**config.mk**
```make
export PLATFORM = sky130hd
export DESIGN_NAME = seg7_scan_disp_flat
export DESIGN_NICKNAME = d
export VERILOG_FILES = /design/src/rtl/seg7_pkg.sv /design/src/rtl/seg7_scan_disp_if.sv /design/src/rtl/bcd_dabble.sv /design/src/rtl/seg7_scan_disp.sv /design/src/flat_wrapper.sv
export SDC_FILE = /design/constraint.sdc
export NUM_CORES = 1
export LEC_CHECK = 0
export ABC_AREA = 1
export BUFFER_PORTS_ARGS = -buffer_cell sky130_fd_sc_hd__buf_2
export CORE_MARGIN = 4
export CORE_UTILIZATION = 30
export CTS_BUF_LIST = sky130_fd_sc_hd__clkbuf_4
export DETAILED_ROUTE_END_ITERATION = 8
export PLACE_DENSITY = 0.43
export RECOVER_POWER = 25
export SYNTH_ARGS = -nofsm -noshare
export SYNTH_HDL_FRONTEND = slang
export SYNTH_SLANG_ARGS = --single-unit
```
**constraint.sdc**
```tcl
create_clock -name clk -period 3.3 [get_ports clk]
set_input_delay 0.495 -clock clk [delete_from_list [all_inputs] [get_ports clk]]
set_output_delay 0.495 -clock clk [all_outputs]
set_load 0.005 [all_outputs]
```
**src/rtl/seg7_pkg.sv**
```systemverilog
// Shared types, segment encoding and FSM states for the seven-segment scanning display.
package seg7_pkg;

   typedef logic [6:0] seg_t;

   localparam seg_t       SEG_DASH  = 7'h01;
   localparam seg_t       SEG_BLANK = 7'h00;
   // Nibble code stored in a display register to request a dash
   localparam logic [3:0] NIB_DASH  = 4'hF;

   typedef enum logic [1:0] {StIdle, StConv, StLatch} state_e;

   function automatic seg_t digit_to_seg(logic [3:0] d);
      seg_t s;
      case (d)
         4'd0:     s = 7'h7E;
         4'd1:     s = 7'h30;
         4'd2:     s = 7'h6D;
         4'd3:     s = 7'h79;
         4'd4:     s = 7'h33;
         4'd5:     s = 7'h5B;
         4'd6:     s = 7'h5F;
         4'd7:     s = 7'h70;
         4'd8:     s = 7'h7F;
         4'd9:     s = 7'h7B;
         NIB_DASH: s = SEG_DASH;
         default:  s = SEG_BLANK;
      endcase
      return s;
   endfunction

   function automatic longint unsigned pow10(int unsigned n);
      longint unsigned p = 1;
      for (int unsigned i = 0; i < n; i++) p = p * 10;
      return p;
   endfunction

endpackage

```
**src/rtl/seg7_scan_disp_if.sv**
```systemverilog
// Load/status/display bundle of the scanning display; the slave side is the display block.
interface seg7_scan_disp_if #(
   parameter int unsigned DIGITS = 4,
   parameter int unsigned WIDTH  = 14
);
   import seg7_pkg::*;

   logic [WIDTH-1:0]  bin_in;
   logic              load;
   logic              busy;
   logic              done;
   logic              overflow;
   seg_t              seg;
   logic [DIGITS-1:0] digit_sel;

   modport master (
      output bin_in, load,
      input  busy, done, overflow, seg, digit_sel
   );

   modport slave (
      input  bin_in, load,
      output busy, done, overflow, seg, digit_sel
   );

endinterface

```
**src/rtl/bcd_dabble.sv**
```systemverilog
// Serial double-dabble converter: one shift per cycle, then latches DIGITS nibbles (or dashes)
// into the display registers.
module bcd_dabble import seg7_pkg::*; #(
   parameter int unsigned WIDTH  = 14,
   parameter int unsigned DIGITS = 4
) (
   input  logic                   clk,
   input  logic                   reset,
   input  logic                   load,
   input  logic [WIDTH-1:0]       bin_in,
   output logic                   busy,
   output logic                   done,
   output logic                   overflow,
   output logic [DIGITS-1:0][3:0] disp
);

   localparam longint unsigned Limit = pow10(DIGITS);
   localparam int unsigned     StepW = $clog2(WIDTH);

   state_e                 state_q, state_d;
   logic [WIDTH-1:0]       sh_q, sh_d;
   logic [DIGITS*4-1:0]    acc_q, acc_d, acc_adj;
   logic [StepW-1:0]       step_q, step_d;
   logic                   ovp_q, ovp_d, ov_q, ov_d, done_q, done_d;
   logic [DIGITS-1:0][3:0] disp_q, disp_d;
   logic                   last_step;

   assign last_step = (step_q == StepW'(WIDTH - 1));

   always_ff @(posedge clk or posedge reset) begin
      if (reset) state_q <= StIdle;
      else       state_q <= state_d;
   end

   always_comb begin
      state_d = state_q;
      unique case (state_q)
         StIdle:  if (load) state_d = StConv;
         StConv:  if (last_step) state_d = StLatch;
         StLatch: state_d = StIdle;
         default: state_d = StIdle;
      endcase
   end

   always_comb begin
      busy = (state_q == StConv);
   end

   // Truncating the accumulator to DIGITS nibbles keeps the value modulo 10**DIGITS
   always_comb begin
      acc_adj = acc_q;
      for (int i = 0; i < DIGITS; i++) begin
         if (acc_q[i*4 +: 4] >= 4'd5) acc_adj[i*4 +: 4] = acc_q[i*4 +: 4] + 4'd3;
      end
      sh_d   = sh_q;
      acc_d  = acc_q;
      step_d = step_q;
      ovp_d  = ovp_q;
      ov_d   = ov_q;
      disp_d = disp_q;
      done_d = 1'b0;
      unique case (state_q)
         StIdle: begin
            if (load) begin
               sh_d   = bin_in;
               acc_d  = '0;
               step_d = '0;
               ovp_d  = ({{(64 - WIDTH){1'b0}}, bin_in} >= Limit);
            end
         end
         StConv: begin
            acc_d  = {acc_adj[DIGITS*4-2:0], sh_q[WIDTH-1]};
            sh_d   = sh_q << 1;
            step_d = step_q + 1'b1;
         end
         StLatch: begin
            done_d = 1'b1;
            ov_d   = ovp_q;
            for (int i = 0; i < DIGITS; i++) begin
               disp_d[i] = ovp_q ? NIB_DASH : acc_q[i*4 +: 4];
            end
         end
         default: ;
      endcase
   end

   always_ff @(posedge clk or posedge reset) begin
      if (reset) begin
         sh_q   <= '0;
         acc_q  <= '0;
         step_q <= '0;
         ovp_q  <= 1'b0;
         ov_q   <= 1'b0;
         done_q <= 1'b0;
         disp_q <= '0;
      end else begin
         sh_q   <= sh_d;
         acc_q  <= acc_d;
         step_q <= step_d;
         ovp_q  <= ovp_d;
         ov_q   <= ov_d;
         done_q <= done_d;
         disp_q <= disp_d;
      end
   end

   assign done     = done_q;
   assign overflow = ov_q;
   assign disp     = disp_q;

endmodule

```
**src/rtl/seg7_scan_disp.sv**
```systemverilog
// Binary-to-decimal multiplexed seven-segment display driver.
// Define SEG7_LZ_BLANK_EN to blank leading zero digits.
module seg7_scan_disp import seg7_pkg::*; #(
   parameter int unsigned DIGITS   = 4,
   parameter int unsigned WIDTH    = 14,
   parameter int unsigned SCAN_DIV = 1000
) (
   input  logic             clk,
   input  logic             reset,
   seg7_scan_disp_if.slave  bus
);

   localparam int unsigned IdxW = (DIGITS > 1) ? $clog2(DIGITS) : 1;
   localparam int unsigned PreW = $clog2(SCAN_DIV);

   logic [DIGITS-1:0][3:0] disp;
   logic                   busy, done, overflow;

   bcd_dabble #(
      .WIDTH  (WIDTH),
      .DIGITS (DIGITS)
   ) u_conv (
      .clk      (clk),
      .reset    (reset),
      .load     (bus.load),
      .bin_in   (bus.bin_in),
      .busy     (busy),
      .done     (done),
      .overflow (overflow),
      .disp     (disp)
   );

   assign bus.busy     = busy;
   assign bus.done     = done;
   assign bus.overflow = overflow;

   logic [PreW-1:0]   presc_q, presc_d;
   logic [IdxW-1:0]   idx_q, idx_d;
   logic [DIGITS-1:0] sel_q, sel_d, blank;
   logic              seen;
   seg_t              seg_q, seg_d;

   always_comb begin
      presc_d = presc_q + 1'b1;
      idx_d   = idx_q;
      if (presc_q == PreW'(SCAN_DIV - 1)) begin
         presc_d = '0;
         idx_d   = (idx_q == IdxW'(DIGITS - 1)) ? '0 : idx_q + 1'b1;
      end
   end

   // Dash nibbles are nonzero, so they are never treated as leading zeros
   always_comb begin
      seen  = 1'b0;
      blank = '0;
`ifdef SEG7_LZ_BLANK_EN
      for (int i = DIGITS - 1; i >= 0; i--) begin
         if (disp[i] != 4'd0) seen = 1'b1;
         blank[i] = ~seen & (i != 0);
      end
`endif
   end

   always_comb begin
      sel_d = DIGITS'(1) << idx_d;
      seg_d = blank[idx_d] ? SEG_BLANK : digit_to_seg(disp[idx_d]);
   end

   always_ff @(posedge clk or posedge reset) begin
      if (reset) begin
         presc_q <= '0;
         idx_q   <= '0;
         sel_q   <= DIGITS'(1);
         seg_q   <= digit_to_seg(4'd0);
      end else begin
         presc_q <= presc_d;
         idx_q   <= idx_d;
         sel_q   <= sel_d;
         seg_q   <= seg_d;
      end
   end

   assign bus.digit_sel = sel_q;
   assign bus.seg       = seg_q;

endmodule

```
**src/flat_wrapper.sv**
```systemverilog
// flat-port wrapper written by rule: the top's interface ports become plain ports
module seg7_scan_disp_flat import seg7_pkg::*;
#(
   parameter int unsigned DIGITS   = 4,
   parameter int unsigned WIDTH    = 14,
   parameter int unsigned SCAN_DIV = 1000
)
  (clk, reset, bus_bin_in, bus_load, bus_busy, bus_done, bus_overflow, bus_seg, bus_digit_sel);
  seg7_scan_disp_if #(.DIGITS(DIGITS), .WIDTH(WIDTH)) bus_i ();
  input  logic clk;
  input  logic reset;
  input wire logic [$bits(bus_i.bin_in)-1:0] bus_bin_in;
  input wire logic [$bits(bus_i.load)-1:0] bus_load;
  output wire logic [$bits(bus_i.busy)-1:0] bus_busy;
  output wire logic [$bits(bus_i.done)-1:0] bus_done;
  output wire logic [$bits(bus_i.overflow)-1:0] bus_overflow;
  output wire logic [$bits(bus_i.seg)-1:0] bus_seg;
  output wire logic [$bits(bus_i.digit_sel)-1:0] bus_digit_sel;
  assign bus_i.bin_in = bus_bin_in;
  assign bus_i.load = bus_load;
  assign bus_busy = bus_i.busy;
  assign bus_done = bus_i.done;
  assign bus_overflow = bus_i.overflow;
  assign bus_seg = bus_i.seg;
  assign bus_digit_sel = bus_i.digit_sel;
  seg7_scan_disp #(.DIGITS(DIGITS), .WIDTH(WIDTH), .SCAN_DIV(SCAN_DIV)) u_core (.clk(clk), .reset(reset), .bus(bus_i));
endmodule
```
==> impl_metrics.tcl, run 1 <==
set metrics [dict create \
    synthAdderAreaFrac 0.0593 \
    grt_pass1_vias 3087 \
    internal_power_mw 2.20 \
    p_seq_frac 0.410 \
    syn-cell-area_um2 4010 \
    htree_num_levels 3 \
    clk_pin_slew_ps 120 \
    syn_to_final_growth_pct 12.1 \
    synthCells 442 \
    timing_worst_setup_path_type "reg -> reg" \
    drcViolationCount 0 \
    slew-limit-headroom -0.140 \
    root_buffer "clkbuf_4" \
    die_h_um 124 \
    ctsHoldBuffers 0 \
    p_comb_frac 0.433 \
    cts_sinks 78 \
    grt_usage 0.124 \
    startpoint_type "flip-flop" \
    async_reset_ff_frac 1.00 \
    ant_nets 0 \
    drive_above_1_share 0.192 \
    fill_cells 1380 \
    final_max_slew_viol_count 39 \
    via_count 2979 \
    vias_per_cell 4.53 \
    worst_hold_path.num_cells 2 \
    initial_utilization 0.312 \
    ys.warnings.count 0 \
    syn_area_per_cell_um2 9.08 \
    coreArea_um2 12900 \
    ctsResizeCount 0 \
    required_ps 3680 \
    numCtsBuffers 9 \
    synth_mux_area_frac 0 \
    synth_compound_area_frac 0.134 \
    synth-simple-area-share 0.229 \
    worst_pin_slew_ps 1700 \
    synth_fp_nets 478 \
    worst_r2r_path_depth 15 \
    grt_max_degree 42 \
    yosys.area.top_type "dfrtp_1" \
    critPathMaxStageDelay_ps 390 \
    wl_per_cell_um 12.9 \
    num-nets-final 515 \
    netlist.area_leader.share 0.443 \
    die_w_um 124 \
    clkPwrFrac 0.157 \
    post_cts_buffers 0 \
    rows 41 \
    synth.most_common_cell "dfrtp_1" \
    wl_um 8460 \
    dieArea_um2 15300 \
    dpl_worst_slack_ps 1010 \
    seq_area_frac_synth 0.489 \
    gp_congestion 0.826 \
    synthXorXnorAreaFrac 0.00873 \
    crit_top_cell "nand2_1" \
    synth_top_cells_by_count "dfrtp_1 (71), inv_1 (69), nand2_1 (58), nor2_1 (36), nand3_1 (31)" \
    grt_pass1_wl_um 14700 \
    io_pins 31 \
    netSwitchingPower_mw 1.48 \
    path_cells "ha_1, nand2_2, nor2_4, nand3_4, nand2_4, nand2_4, nand3_1, nand2_1, nor2_4, inv_1, ha_1, nand3b_1, nand2_1, nand2_1, nand2_1" \
    hold_class "in -> reg" \
    setup_viol 0 \
    end_kind "flip-flop" \
    fin_crit_sh 0.697 \
    finalCriticalPeriod_ps 2300 \
    antenna_found_initial 1 \
    outcome "complete, but fails checks" \
    slowest_stage "dfrtp_1" \
    failed_checks "capacitance limit, slew limit" \
    cts_tree "built" \
    cts_buffer_depth 2 \
    drtIter0Drc 138 \
    drv_cap 1 \
    final.setup.tns_ps 0 \
    ir_drop_v 0.000342 \
    sw_frac_of_total 0.402 \
    dr.pass1.iters 4 \
    rsz0062_at_grt "no" \
    synth-main-ff-cell "dfrtp_1" \
    stdcell_area_um2 4500 \
    hpwl_um 6060 \
    clock_skew_ps 17.4 \
    synth-edff-count 0 \
    insertion_delay_ps 440 \
    io_buffer_count 30 \
    cp_max_fo 12 \
    powerDensity_nw_per_um2 818 \
    synth_area_leaders "dfrtp_1 (44%), inv_1 (6.5%), ha_1 (5.9%)" \
    ys_ff_latch 78 \
    arrival_ps 2680 \
    ys_types 35 \
    total_leakage_power_nw 2.23 \
    hold_viol_final 0 \
    placed_cell_area_um2 4370 \
    setup_ws_ps 1000 \
    fmax_mhz 435 \
    grt_remaining_overflow 0 \
    synth_top_family_by_area "simple AND/OR/NAND/NOR gates" \
]
==> registers in the layout, summed over array words and instances (netlist names) <==
register	count
u_core.bus.digit_sel	4
u_core.bus.seg	7
u_core.idx_q	2
u_core.presc_q	10
u_core.u_conv.acc_q	16
u_core.u_conv.disp	16
u_core.u_conv.done	1
u_core.u_conv.overflow	1
u_core.u_conv.ovp_q	1
u_core.u_conv.sh_q	14
u_core.u_conv.state_q	2
u_core.u_conv.step_q	4
==> power by group through the flow <==
stage	Combinational [mW]	Sequential (mW)	Clock, mW
floorplan	1.21	1.50	0
global placement	1.60	1.53	0
detailed placement	1.62	1.53	0
CTS	1.63	1.51	0.621
global route	1.86	1.56	0.664
finish	1.59	1.51	0.578
==> critical path: cells and delay by family, from the launching register on <==
| family | cells | cell delay (ps) |
|---|---|---|
| flops | 1 | 390 |
| buf+inv | 1 | 110 |
| simple gates | 12 | 1300 |
| fa+ha+maj | 2 | 410 |
==> layer usage <==
metal / vias to the layer above / global-route usage / routed length, um
li1: 1531 / - / -
met1: 1396 / 0.155 / 4050
met2: 40 / 0.197 / 3860
met3: 12 / 0.0477 / 366
met4: 0 / 0.0443 / 178
met5: - / 0 / 0
==> metrics by stage <==
step | total power, mW | util | hold slack, ps | std cells
after CTS | 3.76 | 0.350 | 102 | 656
after detailed placement | 3.15 | 0.340 | 459 | 640
after global placement | 3.13 | 0.340 | 444 | 640
after floorplan | 2.71 | - | 432 | 442
final | 3.68 | 0.349 | 272 | 657
after global routing | 4.08 | 0.349 | 197 | 657
==> cells in the final DEF (no fill, tap or decap), types with 4 or more instances in the layout <==
master and instances:
o21ai_0 24, ha_1 19, a21oi_1 29, inv_2 4, nand3_2 5, nor3_1 5, nand2_2 8, xor2_1 4
nor2_1 36, dfrtp_1 71, nand3_1 31, clkbuf_4 13, o22ai_1 19, buf_2 30, a22oi_1 9, inv_1 68
nand2_1 58, nand2_4 8, dfstp_2 7
==> cell families (layout without fill, tap and decap cells) <==
group           after synthesis  count (layout)
flops                        78              78
simple gates                169             169
buf+inv                      81             123
fa+ha+maj                    19              19
xor+xnor                      4               4
compound gates               91              91
other cells                   0               1
==> worst paths after layout <==
path	from	to	slack (ps)
worst min-delay path	bus_bin_in[0]	u_core.u_conv.sh_q[0]	270
worst max register to register	u_core.presc_q[0]	u_core.bus.seg[6]	1000
worst min register to register	u_core.presc_q[0]	u_core.presc_q[0]	470
min in group asynchronous	reset	u_core.u_conv.step_q[3]	450
worst max-delay path	u_core.presc_q[0]	u_core.bus.seg[6]	1000
max in group asynchronous	reset	u_core.u_conv.disp[4]	1150
==> area by class of cell <==
class,count,area (um2),share of cell area
inverters,73,275,0.0612
multi-input cells,283,1730,0.385
well taps,172,215,0.0479
clock buffers,13,97.6,0.0217
repair buffers,34,178,0.0395
flip-flops and latches,78,1960,0.436
clock inverters,3,37.5,0.00835
diodes,1,2.50,0.000557
Power figures use the tool's default switching activity.
==> run 2, diff against run 1 <==
PLACE_DENSITY = 0.44   (was 0.43)
clock period = 2.1 ns   (was 3.3 ns; I/O delays follow)
==> run 2 against run 1 <==
Net effect: the flow now finishes without violations; via count rose by 5.2%; combinational power rose by 60%; register-to-register slack got worse by 940 ps; cell area rose by 5.7%; power rose by 57%; sequential power rose by 57%; global-route usage rose by 0.59 points; sequential share of layout area fell by 2.3 points; maximum frequency rose by 13%; sequential cell count did not move; die area did not move.
==> impl_metrics.tcl, run 2 (synthesis results as in run 1) <==
set metrics [dict create \
    initial_utilization 0.312 \
    drcViolationCount 0 \
    antenna_found_initial 0 \
    cts_sinks 78 \
    antenna-diode-count 0 \
    numCtsBuffers 9 \
    arrival_ps 2420 \
    fmax_mhz 491 \
    crit_end "u_core.bus.seg[6]" \
    die_w_um 124 \
    root_buffer "clkbuf_4" \
    die_h_um 124 \
    grt_pass1_wl_um 15600 \
    coreArea_um2 12900 \
    cp_max_fo 5 \
    hold_viol_final 0 \
    outcome "finished, final reports clean" \
    dieArea_um2 15300 \
    syn_to_final_growth_pct 18.5 \
    hpwl_um 6250 \
    wl_per_cell_um 12.8 \
    via_count 3133 \
    r2r_slack_ps 60 \
    slew-limit-headroom 0.425 \
    gp_congestion 0.837 \
    worst_r2r_path_depth 15 \
    hp-start "bus_bin_in[0]" \
    cts_tree "built" \
    rows 41 \
    powerDensity_nw_per_um2 1220 \
    worst_pin_slew_ps 863 \
    cts_buffer_depth 2 \
    fin_crit_sh 0.970 \
    drv_cap 0 \
    clk_pin_slew_ps 120 \
    io_pins 31 \
    end_kind "flip-flop" \
    grt_usage 0.130 \
    final_cells 681 \
    worst_r2r_endpoint "u_core.bus.seg[6]" \
    ant_nets 0 \
    grt_max_degree 35 \
    startpoint_type "flip-flop" \
    dp.cells 658 \
    final_common_cell "dfrtp_1" \
    finalCriticalPeriod_ps 2040 \
    setup_viol 0 \
    layout_common_cells "dfrtp_1 (70), inv_1 (65), nand2_1 (54), nor2_1 (34), buf_2 (30)" \
    final.setup.tns_ps 0 \
    io_buffer_count 30 \
    dr.pass1.iters 4 \
    grt_pass1_vias 3247 \
    crit_start "u_core.presc_q[0]" \
    placed_cell_area_um2 4510 \
    num-nets-final 540 \
    required_ps 2490 \
    final_max_slew_viol_count 0 \
    grt_remaining_overflow 0 \
    ir_drop_v 0.000468 \
    rsz0062_at_grt "yes" \
    vias_per_cell 4.60 \
    htree_num_levels 3 \
    drive_above_1_share 0.259 \
    total_leakage_power_nw 2.36 \
    clock_skew_ps 18.1 \
    wl_um 8730 \
    drtIter0Drc 134 \
    hold_class "in -> reg" \
    insertion_delay_ps 450 \
    stdcell_area_um2 4750 \
    rr_startpoint "u_core.presc_q[0]" \
    timing_worst_setup_path_type "reg -> reg" \
]
-- run 2: cell types whose count changed in the layout (fill, tap and decap cells not counted), moves of 3 or more --
cell      previous run  this run
buf_4                3        24
clkbuf_4            13         9
ha_1                19        14
ha_2                 0         4
inv_1               68        65
inv_2                4         7
nand2_1             58        54
nand2_2              8        11
-- run 2: where the power goes --
group | switching (mW) | internal (mW)
clock | 0.518 | 0.343
combinational | 1.56 | 0.993
sequential | 0.280 | 2.09
-- run 2: area by class of cell --
cell class	instances	area, um2
multi-input cells	283	1810
well taps	172	215
inverters	73	275
clock buffers	9	67.6
clock inverters	7	55.1
repair buffers	59	372
fillers	1350	8120
flip-flops and latches	78	1960
-- run 2: metal layers --
layer / up-vias / GRT usage / routed length, um
met5: - / 0 / 0
met3: 10 / 0.0468 / 396
met2: 46 / 0.211 / 4080
met4: 0 / 0.0415 / 129
li1: 1586 / - / -
met1: 1491 / 0.163 / 4130
-- run 2: how the worst min path moves through the flow --
| stage | end | slack, ps | cells after the start |
|---|---|---|---|
| finish | u_core.u_conv.sh_q[0] | 80 | 2 |
| global route | u_core.u_conv.sh_q[0] | 30 | 2 |
| CTS | u_core.u_conv.sh_q[0] | 40 | 2 |
| detailed placement | u_core.u_conv.acc_q[3] | 310 | 2 |
| global placement | u_core.presc_q[1] | 310 | 2 |
| floorplan | u_core.presc_q[0] | 430 | 1 |
-- run 2: stage by stage --
step | setup slack (ps) | hold WS (ps) | power (mW) | utilization
detailed placement | -16.8 | 315 | 4.95 | 0.350
global placement | 18.6 | 312 | 4.91 | 0.350
floorplan | 11.8 | 432 | 4.26 | -
finish | 62.0 | 78.6 | 5.78 | 0.369
global route | -105 | 27.6 | 6.47 | 0.369
CTS | 5.26 | 36.0 | 5.86 | 0.364
-- run 2: timing repair --
item                                    CTS  global route
gates resized for setup                   5            20
endpoints found under the setup margin    3            23
pin swaps                                 5            10
hold endpoints to repair                 11             0
buffers inserted                          4             2
hold buffers                              1             0
-- run 2: worst max-delay path: stages (launching register included) --
cell      delay [ps]
dfrtp_1          410
ha_4             170
nand2_4           60
nor2_4           160
nand3_4          110
nand2_4          120
buf_6            110
nand3_1           80
nand3_2           90
nand2_2           70
buf_6            130
ha_2             150
nand3b_1         150
nand2_1           70
nand2_1           40
nand2_1           50
==> run 3, diff against run 2 <==
CORE_MARGIN = 5   (was 4)
==> run 3 against run 2 <==
Net effect: highest routed layer unchanged; maximum frequency decreased by 2.4%; final cell count up 1.9%; combinational power increased by 5%; critical path depth unchanged; first-iteration DRC count rose by 51%.
==> impl_metrics.tcl, run 3 (synthesis results as in run 1) <==
set metrics [dict create \
    placed_cell_area_um2 4530 \
    antenna_found_initial 1 \
    die_w_um 126 \
    final_cells 694 \
    finalCriticalPeriod_ps 2090 \
    ant_nets 0 \
    drtIter0Drc 203 \
    hpwl_um 6150 \
    powerDensity_nw_per_um2 1220 \
    slowest_stage "dfrtp_1" \
    total_power_mw 5.96 \
    fin_crit_sh 0.995 \
    drv_cap 0 \
    path_cells "ha_2, nand2_4, nor2_4, nand3_4, nand2_4, nand2_8, nand3_2, nand2_2, nor2_4, inv_2, ha_2, nand3b_1, nand2_1, nand2_1, nand2_1" \
    fmax_mhz 479 \
    arrival_ps 2470 \
    num-nets-final 548 \
    timing_worst_setup_path_type "reg -> reg" \
    io_buffer_count 30 \
    multi_input_area_um2 1840 \
    wl_um 8720 \
    cts_buffer_depth 2 \
    dp.cells 664 \
    setup_viol 0 \
    clk_pin_slew_ps 130 \
    final_common_cell "dfrtp_1" \
    htree_num_levels 3 \
    dieArea_um2 15800 \
    hold_class "in -> reg" \
    fill_cells 1362 \
    total_leakage_power_nw 2.44 \
    grt_usage 0.115 \
    ir_drop_v 0.000649 \
    drcViolationCount 0 \
    layout_common_cells "dfrtp_1 (71), inv_1 (65), nand2_1 (54), nor2_1 (34)" \
    required_ps 2480 \
    drive_above_1_share 0.279 \
    cts_sinks 78 \
    wl_per_cell_um 12.6 \
    gp_congestion 0.771 \
    grt_pass1_wl_um 14700 \
    syn_to_final_growth_pct 22.2 \
    startpoint_type "flip-flop" \
    rows 42 \
    cp_max_fo 8 \
    dr.pass1.iters 4 \
    outcome "finished, final reports clean" \
    critPathMaxStageDelay_ps 380 \
    hold_viol_final 0 \
    grt_max_degree 34 \
    initial_utilization 0.304 \
    cts_tree "built" \
    stdcell_area_um2 4900 \
    die_h_um 126 \
    crit_top_cell "nand2_1" \
    via_count 3147 \
    end_kind "flip-flop" \
    final_max_slew_viol_count 0 \
    io_pins 31 \
    regArea_um2 1960 \
    insertion_delay_ps 440 \
    numCtsBuffers 9 \
    root_buffer "clkbuf_4" \
    grt_pass1_vias 3100 \
    grt_remaining_overflow 0 \
    rsz0062_at_grt "yes" \
    slew-limit-headroom 0.232 \
    vias_per_cell 4.53 \
    coreArea_um2 13200 \
    clock_skew_ps 17.7 \
    worst_pin_slew_ps 1150 \
]
[run 3: changes by cell type in the layout (fill, tap and decap cells not counted), moves of 2 or more]
cell and delta:
nand2_4 +2, clkbuf_4 +3, buf_4 +6, buf_12 +2, clkinv_1 -3, nand3_4 +2, nand2_2 -2
[run 3: critical path, delay by kind of cell, from the launching register on]
kind          cells  cell delay [ps]
simple gates     12             1140
fa+ha+maj         2              410
flops             1              380
buf+inv           1               80
[run 3: stage by stage]
| stage | utilization | setup TNS (ps) | setup WS [ps] | hold WS (ps) |
|---|---|---|---|---|
| after floorplan | - | 0 | 11.8 | 432 |
| final | 0.372 | 0 | 11.3 | 95.2 |
| after global routing | 0.372 | -574 | -133 | 26.5 |
| after CTS | 0.357 | -14.8 | -8.86 | 40.0 |
| after global placement | 0.343 | 0 | 31.3 | 411 |
| after detailed placement | 0.343 | -29.5 | -20.2 | 417 |
[run 3: final cells by class]
type | instances | area share
flip-flops and latches | 78 | 0.400
multi-input cells | 283 | 0.376
repair buffers | 67 | 0.0944
inverters | 73 | 0.0562
well taps | 176 | 0.0449
clock buffers | 12 | 0.0184
clock inverters | 4 | 0.00970
diodes | 1 | 0.000510
[run 3: path summary, 6_finish.rpt]
check                      slack [ps]                       to                    start  depth (start not counted)
hold / removal                    100    u_core.u_conv.sh_q[0]            bus_bin_in[0]                          2
setup reg to reg                   10        u_core.bus.seg[6]        u_core.presc_q[0]                         15
setup / recovery                   10        u_core.bus.seg[6]        u_core.presc_q[0]                         15
max in group asynchronous         620        u_core.bus.seg[2]                    reset                          4
hold reg to reg                   510  u_core.u_conv.step_q[3]  u_core.u_conv.step_q[3]                          1
min in group asynchronous         630        u_core.presc_q[1]                    reset                          3
[run 3: what timing repair did]
action | CTS | global route
hold buffers | 1 | 0
endpoints found under the setup margin | 3 | 23
hold endpoints to repair | 21 | 0
setup buffers | 1 | 11
pin swaps | 6 | 10
gates resized for setup | 7 | 23
[run 3: report_power, final]
part	switching (mW)	total, mW	internal [mW]
clock	0.514	0.915	0.401
sequential	0.279	2.37	2.09
combinational	1.61	2.68	1.07
[run 3: layer usage]
metal	track usage	wire, um
met5	0	0
met4	0.0370	119
met3	0.0428	391
met2	0.186	4110
met1	0.143	4100
